<file path="src/rtl/alu_issue_stage_pkg.sv">
// Shared ALUOp codes, RV32I opcode constants and the ID/EX payload layout.
package alu_issue_stage_pkg;

    localparam logic [3:0] ALU_ADD     = 4'd0;
    localparam logic [3:0] ALU_SUB     = 4'd1;
    localparam logic [3:0] ALU_SLL     = 4'd2;
    localparam logic [3:0] ALU_SRL     = 4'd3;
    localparam logic [3:0] ALU_SRA     = 4'd4;
    localparam logic [3:0] ALU_XOR     = 4'd5;
    localparam logic [3:0] ALU_OR      = 4'd6;
    localparam logic [3:0] ALU_AND     = 4'd7;
    localparam logic [3:0] ALU_SEQ     = 4'd8;
    localparam logic [3:0] ALU_SNE     = 4'd9;
    localparam logic [3:0] ALU_SLT     = 4'd10;
    localparam logic [3:0] ALU_SGE     = 4'd11;
    localparam logic [3:0] ALU_SLTU    = 4'd12;
    localparam logic [3:0] ALU_SGEU    = 4'd13;
    localparam logic [3:0] ALU_ILLEGAL = 4'd15;

    localparam logic [6:0] OPC_LOAD   = 7'b0000011;
    localparam logic [6:0] OPC_OP_IMM = 7'b0010011;
    localparam logic [6:0] OPC_AUIPC  = 7'b0010111;
    localparam logic [6:0] OPC_STORE  = 7'b0100011;
    localparam logic [6:0] OPC_OP     = 7'b0110011;
    localparam logic [6:0] OPC_LUI    = 7'b0110111;
    localparam logic [6:0] OPC_BRANCH = 7'b1100011;
    localparam logic [6:0] OPC_JALR   = 7'b1100111;
    localparam logic [6:0] OPC_JAL    = 7'b1101111;

    localparam logic [6:0] F7_BASE = 7'h00;
    localparam logic [6:0] F7_ALT  = 7'h20;

    typedef struct packed {
        logic [3:0]  alu_op;
        logic [31:0] op1;
        logic [31:0] op2;
        logic [31:0] store_data;
        logic [31:0] target;
        logic        is_branch;
        logic        is_jump;
        logic        illegal;
    } issue_payload_t;

    // funct3 map shared by OP and OP-IMM; alt selects SUB/SRA.
    function automatic logic [3:0] arith_op(input logic [2:0] f3, input logic alt);
        logic [3:0] op;
        op = ALU_ADD;
        case (f3)
            3'b000:  op = alt ? ALU_SUB : ALU_ADD;
            3'b001:  op = ALU_SLL;
            3'b010:  op = ALU_SLT;
            3'b011:  op = ALU_SLTU;
            3'b100:  op = ALU_XOR;
            3'b101:  op = alt ? ALU_SRA : ALU_SRL;
            3'b110:  op = ALU_OR;
            default: op = ALU_AND;
        endcase
        return op;
    endfunction

endpackage

</file>
<file path="src/rtl/alu_issue_stage_imm_gen.sv">
// Sign-extended RV32I immediates; opcode bits are not needed so only instr[31:7] enters.
module alu_issue_stage_imm_gen (
    input  logic [31:7] instr,
    output logic [31:0] imm_i,
    output logic [31:0] imm_s,
    output logic [31:0] imm_b,
    output logic [31:0] imm_u,
    output logic [31:0] imm_j
);

    assign imm_i = {{20{instr[31]}}, instr[31:20]};
    assign imm_s = {{20{instr[31]}}, instr[31:25], instr[11:7]};
    assign imm_b = {{19{instr[31]}}, instr[31], instr[7], instr[30:25], instr[11:8], 1'b0};
    assign imm_u = {instr[31:12], 12'b0};
    assign imm_j = {{11{instr[31]}}, instr[31], instr[19:12], instr[20], instr[30:21], 1'b0};

endmodule

</file>
<file path="src/rtl/alu_issue_stage.sv">
// RV32I decode to ALUOp/operands/target, held in a single ID/EX register with valid/ready.
module alu_issue_stage
    import alu_issue_stage_pkg::*;
#(
    parameter int unsigned XLEN       = 32,
    parameter logic [3:0]  ILLEGAL_OP = ALU_ILLEGAL
) (
    input  logic            clk,
    input  logic            rst,
    input  logic            in_valid,
    output logic            in_ready,
    input  logic [31:0]     instr,
    input  logic [XLEN-1:0] pc,
    input  logic [XLEN-1:0] rs1_data,
    input  logic [XLEN-1:0] rs2_data,
    input  logic            flush,
    output logic            out_valid,
    input  logic            out_ready,
    output logic [3:0]      alu_op,
    output logic [XLEN-1:0] op1,
    output logic [XLEN-1:0] op2,
    output logic [XLEN-1:0] store_data,
    output logic            is_branch,
    output logic            is_jump,
    output logic [XLEN-1:0] target,
    output logic            illegal
);

    logic [31:0] imm_i, imm_s, imm_b, imm_u, imm_j;
    logic [6:0]  opcode, f7;
    logic [2:0]  f3;

    issue_payload_t dec, payload_q;
    logic           valid_q;
    logic           legal, is_jalr;
    logic [31:0]    tgt_base, tgt_off, tgt_sum;

    alu_issue_stage_imm_gen u_imm_gen (
        .instr (instr[31:7]),
        .imm_i (imm_i),
        .imm_s (imm_s),
        .imm_b (imm_b),
        .imm_u (imm_u),
        .imm_j (imm_j)
    );

    assign opcode = instr[6:0];
    assign f3     = instr[14:12];
    assign f7     = instr[31:25];

    always_comb begin
        dec      = '0;
        legal    = 1'b1;
        is_jalr  = 1'b0;
        tgt_base = pc;
        tgt_off  = imm_b;
        tgt_sum  = '0;

        if (instr[1:0] != 2'b11) begin
            legal = 1'b0;
        end else begin
            case (opcode)
                OPC_OP: begin
                    dec.op1    = rs1_data;
                    dec.op2    = rs2_data;
                    dec.alu_op = arith_op(f3, f7[5]);
                    legal      = (f7 == F7_BASE) ||
                                 ((f7 == F7_ALT) && ((f3 == 3'b000) || (f3 == 3'b101)));
                end
                OPC_OP_IMM: begin
                    dec.op1    = rs1_data;
                    dec.op2    = imm_i;
                    dec.alu_op = arith_op(f3, (f3 == 3'b101) && f7[5]);
                    // Shift immediates carry funct7 in the upper imm bits.
                    if ((f3 == 3'b001) || (f3 == 3'b101)) begin
                        dec.op2 = {27'b0, instr[24:20]};
                        legal   = (f7 == F7_BASE) || ((f3 == 3'b101) && (f7 == F7_ALT));
                    end
                end
                OPC_LOAD: begin
                    dec.op1 = rs1_data;
                    dec.op2 = imm_i;
                end
                OPC_STORE: begin
                    dec.op1        = rs1_data;
                    dec.op2        = imm_s;
                    dec.store_data = rs2_data;
                end
                OPC_BRANCH: begin
                    dec.op1       = rs1_data;
                    dec.op2       = rs2_data;
                    dec.is_branch = 1'b1;
                    case (f3)
                        3'b000:  dec.alu_op = ALU_SEQ;
                        3'b001:  dec.alu_op = ALU_SNE;
                        3'b100:  dec.alu_op = ALU_SLT;
                        3'b101:  dec.alu_op = ALU_SGE;
                        3'b110:  dec.alu_op = ALU_SLTU;
                        3'b111:  dec.alu_op = ALU_SGEU;
                        default: legal      = 1'b0;
                    endcase
                end
                OPC_LUI: begin
                    dec.op2 = imm_u;
                end
                OPC_AUIPC: begin
                    dec.op1 = pc;
                    dec.op2 = imm_u;
                end
                OPC_JAL: begin
                    dec.op1     = pc;
                    dec.op2     = 32'd4;
                    dec.is_jump = 1'b1;
                    tgt_off     = imm_j;
                end
                OPC_JALR: begin
                    dec.op1     = pc;
                    dec.op2     = 32'd4;
                    dec.is_jump = 1'b1;
                    tgt_base    = rs1_data;
                    tgt_off     = imm_i;
                    is_jalr     = 1'b1;
                    legal       = (f3 == 3'b000);
                end
                default: legal = 1'b0;
            endcase
        end

        tgt_sum = tgt_base + tgt_off;
        if (dec.is_branch || dec.is_jump) begin
            dec.target = {tgt_sum[31:1], tgt_sum[0] & ~is_jalr};
        end

        if (!legal) begin
            dec         = '0;
            dec.alu_op  = ILLEGAL_OP;
            dec.illegal = 1'b1;
        end
    end

    assign in_ready = !valid_q || out_ready;

    // Flush squashes both the held entry and a same-cycle accept.
    always_ff @(posedge clk) begin
        if (rst) begin
            valid_q   <= 1'b0;
            payload_q <= '0;
        end else if (flush) begin
            valid_q <= 1'b0;
        end else if (in_valid && in_ready) begin
            valid_q   <= 1'b1;
            payload_q <= dec;
        end else if (out_ready) begin
            valid_q <= 1'b0;
        end
    end

    assign out_valid  = valid_q;
    assign alu_op     = payload_q.alu_op;
    assign op1        = payload_q.op1;
    assign op2        = payload_q.op2;
    assign store_data = payload_q.store_data;
    assign target     = payload_q.target;
    assign is_branch  = payload_q.is_branch;
    assign is_jump    = payload_q.is_jump;
    assign illegal    = payload_q.illegal;

endmodule

</file>
<file path="config.mk">
export PLATFORM = sky130hd
export DESIGN_NAME = alu_issue_stage
export DESIGN_NICKNAME = d
export VERILOG_FILES = /design/src/rtl/alu_issue_stage_pkg.sv /design/src/rtl/alu_issue_stage_imm_gen.sv /design/src/rtl/alu_issue_stage.sv
export SDC_FILE = /design/constraint.sdc
export NUM_CORES = 1
export LEC_CHECK = 0
export BUFFER_PORTS_ARGS = -buffer_cell sky130_fd_sc_hd__buf_4
export CORE_MARGIN = 1
export CORE_UTILIZATION = 49
export DETAILED_ROUTE_END_ITERATION = 10
export GPL_TIMING_DRIVEN = 0
export PLACE_DENSITY = 0.87
export RECOVER_POWER = 25
export SETUP_SLACK_MARGIN = 0.05
export SLEW_MARGIN = 40
export SYNTH_ARGS = -nofsm -noshare
export SYNTH_HDL_FRONTEND = slang
export SYNTH_HIERARCHICAL = 1
export SYNTH_SLANG_ARGS = --single-unit
</file>
<file path="constraint.sdc">
create_clock -name clk -period 4 [get_ports clk]
set_input_delay 0.4 -clock clk [delete_from_list [all_inputs] [get_ports clk]]
set_output_delay 0.4 -clock clk [all_outputs]
set_load 0.02 [all_outputs]
</file>
After elaboration in Yosys (flattened, before gate mapping)
Index checks and enable logic that the tools add are counted.

Register bits after elaboration: 136. Input port bits: 133. Output and inout port bits: 137. Logic and storage cells: 84.

$add $sub $neg: 1. Equal/unequal tests: 18. Muxes and demuxes: 30. Bitwise gates (word level): 3. Reduce and logical (&&, ||, !) cells: 23.

Operators with widths (count): case mux 32 bit (6 select lines) (1); 2-to-1 mux 32 bit (5); 2-to-1 mux 135 bit (1); 2-to-1 mux 100 bit (1); case mux 32 bit (2 select lines) (1); case mux 4 bit (7 select lines) (2); case mux 20 bit (2 select lines) (1); adder 32 bit (1); == test 7 x 6 -> 1 bit (second input constant) (4); case mux 4 bit (6 select lines) (1); == test 7 bit (second input constant) (3); 2-to-1 mux 20 bit (1); == test 7 x 5 -> 1 bit (second input constant) (2); == test 3 bit (second input constant) (4); case mux 4 bit (3 select lines) (1); 2-to-1 mux 1 bit (11); OR reduction 5 bit (2); OR reduction 2 bit (4); == test 7 x 2 -> 1 bit (second input constant) (1); zero test 7 bit (1); == test 3 x 2 -> 1 bit (second input constant) (2); logical OR 1 bit (6); 2-to-1 mux 3 bit (2); OR reduction 6 bit (1); 12 further kinds (16).

Depth between registers and ports, before layout
Gate-level depths: netlist of the first run.

Depth after elaboration: 7. Gate-level depth with buffers: 16.

By module
Netlist of the first run, hierarchy kept.

By module, submodules not included: alu_issue_stage (times used 1, cells each 1139, area each 8770.9 um2, seq. area each 2722.6 um2); alu_issue_stage_imm_gen (times used 1, cells each 161, area each 1204.9 um2, seq. area each 0.0 um2).

Worst setup path before layout of the first run
OpenSTA, ideal clock, no wires.

Path kind: in2reg. From: input port instr[5]. To: register payload_q (netlist bit target[30]). Library setup time: 117 ps. Arrival time: 3595 ps. Path slack: 288 ps. Stages: 16. Path buffers: 1. Path through: nor2b_2 nand3_1 nor2_1 buf_2 mux2_2 ha_1 inv_1 fa_1 nand2b_1 a21oi_1 o21ai_1 a31oi_2 o211ai_2 a211oi_1 o21ai_0 a32o_1.

Cells in the longest elaborated chain, start to end: 7. Elaborated cells on any way between the ends: 24. Classes of those cells: add/sub: 1; eq/ne: 9; mux: 11; reduce/logical: 3.

RTL lines: start, declared (RTL line alu_issue_stage.sv:12) `input logic [31:0] instr,`; parallel branches: the longest is 6 deep, another holds adder 32 bit; 2-to-1 mux 135 bit * (RTL line alu_issue_stage.sv:134) `if (!legal) begin`; end signal, assigned (RTL line alu_issue_stage.sv:147) `payload_q <= '0;`; end signal, assigned (RTL line alu_issue_stage.sv:152) `payload_q <= dec;`; end, declared (RTL line alu_issue_stage.sv:33) `issue_payload_t dec, payload_q;`.

Mark *: on every way between the ends. A chain may end at the register's enable or synchronous reset.

Final worst setup path of the first run
Same ends and word-level chain as after synthesis.

==> results of run 1 <==
-- worst min-delay path by stage --
stage | startpoint | to | slack [ns] | cells past startpoint
after global routing | flush | out_valid | 0.15 | 2
after detailed placement | target[25] | target[25] | 0.44 | 2
final | flush | out_valid | 0.15 | 2
after CTS | flush | out_valid | 0.15 | 2
after global placement | target[19] | target[19] | 0.43 | 2
after floorplan | flush | out_valid | 0.48 | 1
-- worst max-delay path, stage by stage --
cell      delay [ns]
buf_4           0.12
nor2b_2         0.26
nand3_2         0.27
nor2_4          0.24
buf_4           0.24
mux2_2          0.18
ha_1            0.20
inv_1           0.08
fa_1            0.43
nand2b_1        0.21
a21oi_2         0.23
o21ai_2         0.11
a31oi_4         0.23
o211ai_2        0.16
a211oi_1        0.32
o21ai_0         0.13
a32o_1          0.26
-- registers in the layout, summed over array words and instances (netlist names) --
name        count
is_jump         1
store_data     32
alu_op          4
op2            32
target         32
illegal         1
op1            32
is_branch       1
out_valid       1
-- layer usage --
| metal | part of all wire, % | vias up |
|---|---|---|
| met5 | 0.11 | - |
| met4 | 4.2 | 6 |
| met3 | 8.7 | 107 |
| met2 | 46 | 531 |
| met1 | 41 | 5029 |
| li1 | - | 5065 |
-- timing repair --
action	4_1_cts	5_1_grt
buffers inserted	0	0
gates cloned	0	0
resized for setup	4	14
hold endpoints to repair	0	0
setup endpoints to repair	11	9
hold buffers	0	0
-- area by class of cell --
class	count	area share, %
sequential	136	21.45
tap	265	2.612
inverter	18	0.5323
multi-input combinational	909	44.68
clock inverter	13	1.321
buffer	249	12.70
timing repair buffer	256	13.14
clock buffer	19	3.569
-- per-stage QoR --
| stage | util [%] | instances | setup slack (ns) | setup TNS, ns |
|---|---|---|---|---|
| 2_1_floorplan | - | 1313 | 0.2876 | 0 |
| 6_report | 64.37 | 1865 | 0.2382 | 0 |
| 5_1_grt | 64.37 | 1865 | 0.08786 | 0 |
| 3_3_place_gp | 62.23 | 1833 | -0.6406 | -7.927 |
| 3_5_place_dp | 62.26 | 1833 | -0.7036 | -8.636 |
| 4_1_cts | 65.47 | 1865 | 0.09387 | 0 |
-- synth_stat cells (all sizes together), types with 7 or more instances --
cell type and number:
nor2 119, a21o 13, mux2 31, nand2 114, mux2i 36, xnor2 13, ha 31, nand3 45
inv 18, or3 7, dfxtp 136, clkbuf 61, o21ai 75, a21oi 134, a22oi 101, nor3 47
o211ai 8, buf 189, xor2 12, a211oi 34
-- cell families (layout without fill, tap and decap cells) --
family,count (synthesis),count (layout),share of synthesized area [%]
multiplexers,67,67,7.111
buffers and inverters,268,555,16.77
AO/OA/AOI/OAI,408,408,26.09
XOR/XNOR,25,25,2.195
AND/OR/NAND/NOR,363,363,16.42
flip-flops,136,136,27.29
adder cells (fa/ha/maj),32,32,4.089
other,1,14,0.03759
-- report_power, final --
| group | leakage [µW] | internal [µW] | switching (µW) |
|---|---|---|---|
| clock | 0.000300 | 1020 | 672 |
| sequential | 0.00110 | 1360 | 4.20 |
| combinational | 0.00391 | 371 | 469 |
| total | 0.00530 | 2750 | 1140 |
==> summary.md, run 1 <==
| Metric | Value |
|---|---|
| Worst setup path endpoint | target[30] |
| CP startpoint kind | primary input |
| Layout cells sized above 1 | between 20 and 30% |
| Clk_lat worst skew | 0.44 ns |
| DRT antenna net count | 0 |
| Core Footprint | just under 20000 µm² |
| GR Util met1 | between 40% and 50% |
| Synth warnings | 6 |
| Post-synth top area share | between 20% and 30% |
| Most frequent cells in the layout | buf_4, dfxtp_1, a21oi_1, clkbuf_1 |
| CTS tree | yes |
| Synth Instances | 1300 |
| WP data required | 4.33 ns |
| Peak Freq | ~270 MHz |
| Gpl congestion | just under 1 |
| FF-to-FF setup slack | roughly 0.85 ns |
| Die span in y | roughly 140 µm |
| Period utilisation layout | a little over nine tenths |
| Area occupied by multi-input gates | 5670 µm² |
| Fin. Hold Viols | 0 |
| Avg Synthesized Cell Area | roughly 7.7 µm² |
| DRC viols | 0 |
| Final setup viols | 0 |
| Clk slew on worst S/H paths | ~0.06 ns |
| Routed len/inst | approximately 19 µm |
| Max-cap violations | 0 |
| Async SR Flop Fraction | 0% |
| Pwr dens | 306.9 nW/µm² |
| Max-slew violations | 0 |
| Crit Path Max Fanout | 10 |
| Mapped cell area | between 9000 and 10000 µm² |
| Number of detailed-route iterations in the first pass | 6 |
| Via count | ~11000 |
| Worst R2R End | op1[29] |
| Post-synth top flop | dfxtp_1 |
| Sink Count | 136 |
| Vias in the first global route | roughly 10000 |
| FILL cells | between 1500 and 2000 |
| Via density | roughly 5.8 |
| CTS max path bufs | 2 |
| Worst slew pin tran | approximately 0.9 ns |
| Ports | 270 |
| Setup Crit Path Kind | in -> reg |
| HP Class | in -> reg |
| Area leader, netlist | dfxtp_1 |
| Peak supply drop | 0.2739 mV |
| Seq/Total Area, Yosys | 27.29% |
| Total Routing Usage GR | 33.80% |
| CTS buffer count | 17 |
| Status | finished clean |
| Die area | between 20000 and 25000 µm² |
| Hold_ws | around 0.15 ns |
| Initial Utilization | between 50% and 60% |
| Met3 usage | ~9% |
| Lkg Pwr | 0.005302 µW |
| Area growth from synthesis to layout | 27.23% |
| I/O Buffers | 255 |
| Final #Nets | 1752 |
| Antenna cells | 0 |
| Most Used Layer, Global Route | met2 |
| Grt ovf | 0 |
| Tot Pwr | roughly 3900 µW |
| Synth unique cells | 66 |
| Number of synthesized register bits | 136 |
| DP HPWL | roughly 28 mm |
| Worst R2R Path Depth | 8 |
| Fin crit period | 3.762 ns |
| Reg2reg start | out_valid |
| Critical Path Sink Type | register |
| Placed inst area | roughly 12000 µm² |
| EDFF count, synth | 0 |
| Row count | 51 |
| Initial antenna violation count | 3 |
| Commonest non-fill, non-tap cell in the layout | buf_4 |
| Register area | around 2700 µm² |
| First-pass GRT wire length | 53.56 mm |
| Met2 usage | approximately 55% |
| Max_slew headroom | approximately 40% |
| Final WL | 35.95 mm |
| DR iter-0 viols | roughly 1100 |
| Die Wd | between 100 and 150 µm |
| H-tree depth | 4 |
| Largest net degree at the start of global routing | 77 |
| Setup Skew | 0.01295 ns |
| RSZ-0062 raised after global routing | no |
| Critical Path Start | instr[5] |
| Final Cell Area | between 10000 and 15000 µm² |
| Top cells by area, synth | dfxtp_1, buf_4, a22oi_1, a21oi_1, nor2_1 |
| Root Buffer | clkbuf_16 |
| CP Data Arrival Time | roughly 4.1 ns |
(Power assumes the default switching activity.)
==> run 2, diff against run 1 <==
Settings changed: GPL_ROUTABILITY_DRIVEN from default to 0, MAX_ROUTING_LAYER from default to met4.
==> run 2 against run 1 <==
  * Clock skew down 0.0069 ns
  * Maximum frequency barely moved
  * Sequential power barely moved
  * Routed wire length shrank 0.18%
  * Sequential cell count stayed put
  * Power rose by 0.70%
  * Register-to-register slack better by 0.07 ns
  * Non-clock buffer count did not move
  * Via count rose by 1.5%
  * Critical path depth did not move
  * Clock power hardly changed
  * Critical path type unchanged
  * Largest power group unchanged
  * Highest routed layer is now met4
==> summary.md, run 2 (synthesized netlist as in run 1, its figures left out) <==
| Metric | Value |
|---|---|
| CTS tree | yes (unchanged) |
| Grt ovf | 0 (unchanged) |
| Status | finished clean (unchanged) |
| Fin Setup TNS | 0 ns (unchanged) |
| Core Footprint | 19720 µm² (unchanged) |
| CP cell instances | buf_4 > nor2b_4 > nand3_4 > nor2_4 > buf_4 > mux2_2 > ha_1 > inv_1 > fa_1 > nand2b_1 > a21oi_1 > o21ai_1 > a31oi_2 > o211ai_2 > a211oi_1 > o21ai_0 > a32o_1 (was buf_4 > nor2b_2 > nand3_2 > nor2_4 > buf_4 > mux2_2 > ha_1 > inv_1 > fa_1 > nand2b_1 > a21oi_2 > o21ai_2 > a31oi_4 > o211ai_2 > a211oi_1 > o21ai_0 > a32o_1) |
| CTS Hold Bufs | 0 (unchanged) |
| Clk slew on worst S/H paths | 0.06 ns (about the same) |
| Peak Freq | 265.8 MHz (about the same) |
| CTS max path bufs | 2 (unchanged) |
| Lkg Pwr | 0.005301 µW (was 0.005302 µW) |
| Hold_ws | 0.1417 ns (was 0.1520 ns) |
| Crit path buffers/inverters | 3 (unchanged) |
| Clk_lat worst skew | 0.44 ns (about the same) |
| Largest net degree at the start of global routing | 77 (unchanged) |
| Number of detailed-route iterations in the first pass | 6 (unchanged) |
| CP startpoint kind | primary input (unchanged) |
| DRC viols | 0 (unchanged) |
| Register area | 2723 µm² (unchanged) |
| Critical Path Sink Type | register (unchanged) |
| Sink Count | 136 (unchanged) |
| Final WL | 35.88 mm (was 35.95 mm) |
| First-pass GRT wire length | 51.99 mm (was 53.56 mm) |
| Final #Nets | 1752 (unchanged) |
| Fin crit period | 3.762 ns (about the same) |
| DRT antenna net count | 0 (unchanged) |
| Via density | 5.842 (was 5.758) |
| Vias in the first global route | 9826 (was 10030) |
| Most frequent CP cell | buf_4 (unchanged) |
| Max-cap violations | 0 (unchanged) |
| Layout cells sized above 1 | 28.44% (was 28.88%) |
| Commonest non-fill, non-tap cell in the layout | buf_4 (unchanged) |
| Fin. Hold Viols | 0 (unchanged) |
| Most frequent cells in the layout | buf_4, dfxtp_1, a21oi_1, clkbuf_1 (unchanged) |
| Area growth from synthesis to layout | 27.17% (was 27.23%) |
| Initial antenna violation count | 0 (was 3) |
| CP Data Arrival Time | 4.09 ns (about the same) |
| Peak supply drop | 0.3222 mV (was 0.2739 mV) |
| Routed len/inst | 19.24 µm (was 19.27 µm) |
| Delay-heaviest family, CP | compound AO/OA/AOI/OAI gates (unchanged) |
| WP data required | 4.33 ns (about the same) |
| Final setup viols | 0 (unchanged) |
| Die Wd | 144.7 µm (unchanged) |
| DP HPWL | 27.60 mm (was 27.78 mm) |
| Crit Path Max Fanout | 10 (unchanged) |
| Initial Utilization | 50.59% (unchanged) |
| HP Class | in -> reg (unchanged) |
| Area occupied by multi-input gates | 5659 µm² (was 5670 µm²) |
| Critical-path top delay cell | fa_1 (unchanged) |
| RSZ-0062 raised after global routing | no (unchanged) |
| Row count | 51 (unchanged) |
| Antenna cells | 0 (unchanged) |
| Setup Skew | 0.006013 ns (was 0.01295 ns) |
| FILL cells | 1760 (was 1784) |
| Setup Crit Path Kind | in -> reg (unchanged) |
| Die area | 20930 µm² (unchanged) |
| Fin util | 64.34% (was 64.37%) |
| Max-slew violations | 0 (unchanged) |
| Setup Buffers After CTS | 0 (unchanged) |
| CP peak stage delay | 0.43 ns (about the same) |
| Via count | 10900 (was 10740) |
| H-tree depth | 4 (unchanged) |
| Pwr dens | 309.2 nW/µm² (was 306.9 nW/µm²) |
| Max_slew headroom | 40.86% (was 40.00%) |
| I/O Buffers | 255 (unchanged) |
| CTS buffer count | 17 (unchanged) |
| Total Routing Usage GR | 34.15% (was 33.80%) |
| Root Buffer | clkbuf_16 (unchanged) |
| Worst slew pin tran | 0.8871 ns (was 0.9001 ns) |
| Period utilisation layout | 94.05% (was 94.04%) |
| DR iter-0 viols | 1044 (was 1054) |
| Ports | 270 (unchanged) |
| Die span in y | 144.7 µm (unchanged) |
[run 2: cell types whose count changed in the layout (fill, tap and decap cells not counted), sizes merged]
cell    change
bufinv      +1
buf         +1
clkbuf      -2
[run 2: layout make-up]
type	count	share of cell area, %
Timing Repair Buffer	256	13.17
Clock inverter	14	1.558
Tap cell	265	2.614
Clock buffer	18	3.383
Inverter	18	0.5326
Multi-Input combinational cell	909	44.61
Sequential cell	136	21.46
Buffer	249	12.67
[run 2: metrics by stage]
step	instances	total power [µW]	setup slack (ns)	area (µm²)
finish	1865	3922	0.2381	12690
global placement	1833	2185	-0.6051	12270
global route	1865	4037	0.08455	12690
detailed placement	1834	2204	-0.6588	12290
CTS	1866	3902	0.1329	12920
floorplan	1313	1915	0.2876	10020
[run 2: metal layers]
metal	vias to the layer above	GRT usage [%]	wire length (µm)
met5	-	-	0
met4	0	15.40	1396
met3	114	6.680	3697
met2	643	54.96	16570
met1	5049	41.29	14220
li1	5090	-	-
[run 2: timing repair]
item / CTS / global route
setup endpoints to repair: 10 / 10
gates cloned: 0 / 0
gates resized for setup: 4 / 7
[run 2: final timing paths]
kind | startpoint | to | slack, ns | cells past startpoint
max | instr[5] | target[30] | 0.24 | 17
min | flush | out_valid | 0.14 | 2
max reg2reg | out_valid | op1[26] | 0.92 | 8
min reg2reg | target[16] | target[16] | 0.45 | 2
[run 2: power breakdown]
part | total (µW) | leakage [µW] | internal (µW) | switching [µW]
clock network | 1720 | 0.000301 | 1050 | 672
registers | 1360 | 0.00110 | 1360 | 2.44
logic | 841 | 0.00390 | 371 | 469
total | 3920 | 0.00530 | 2780 | 1140
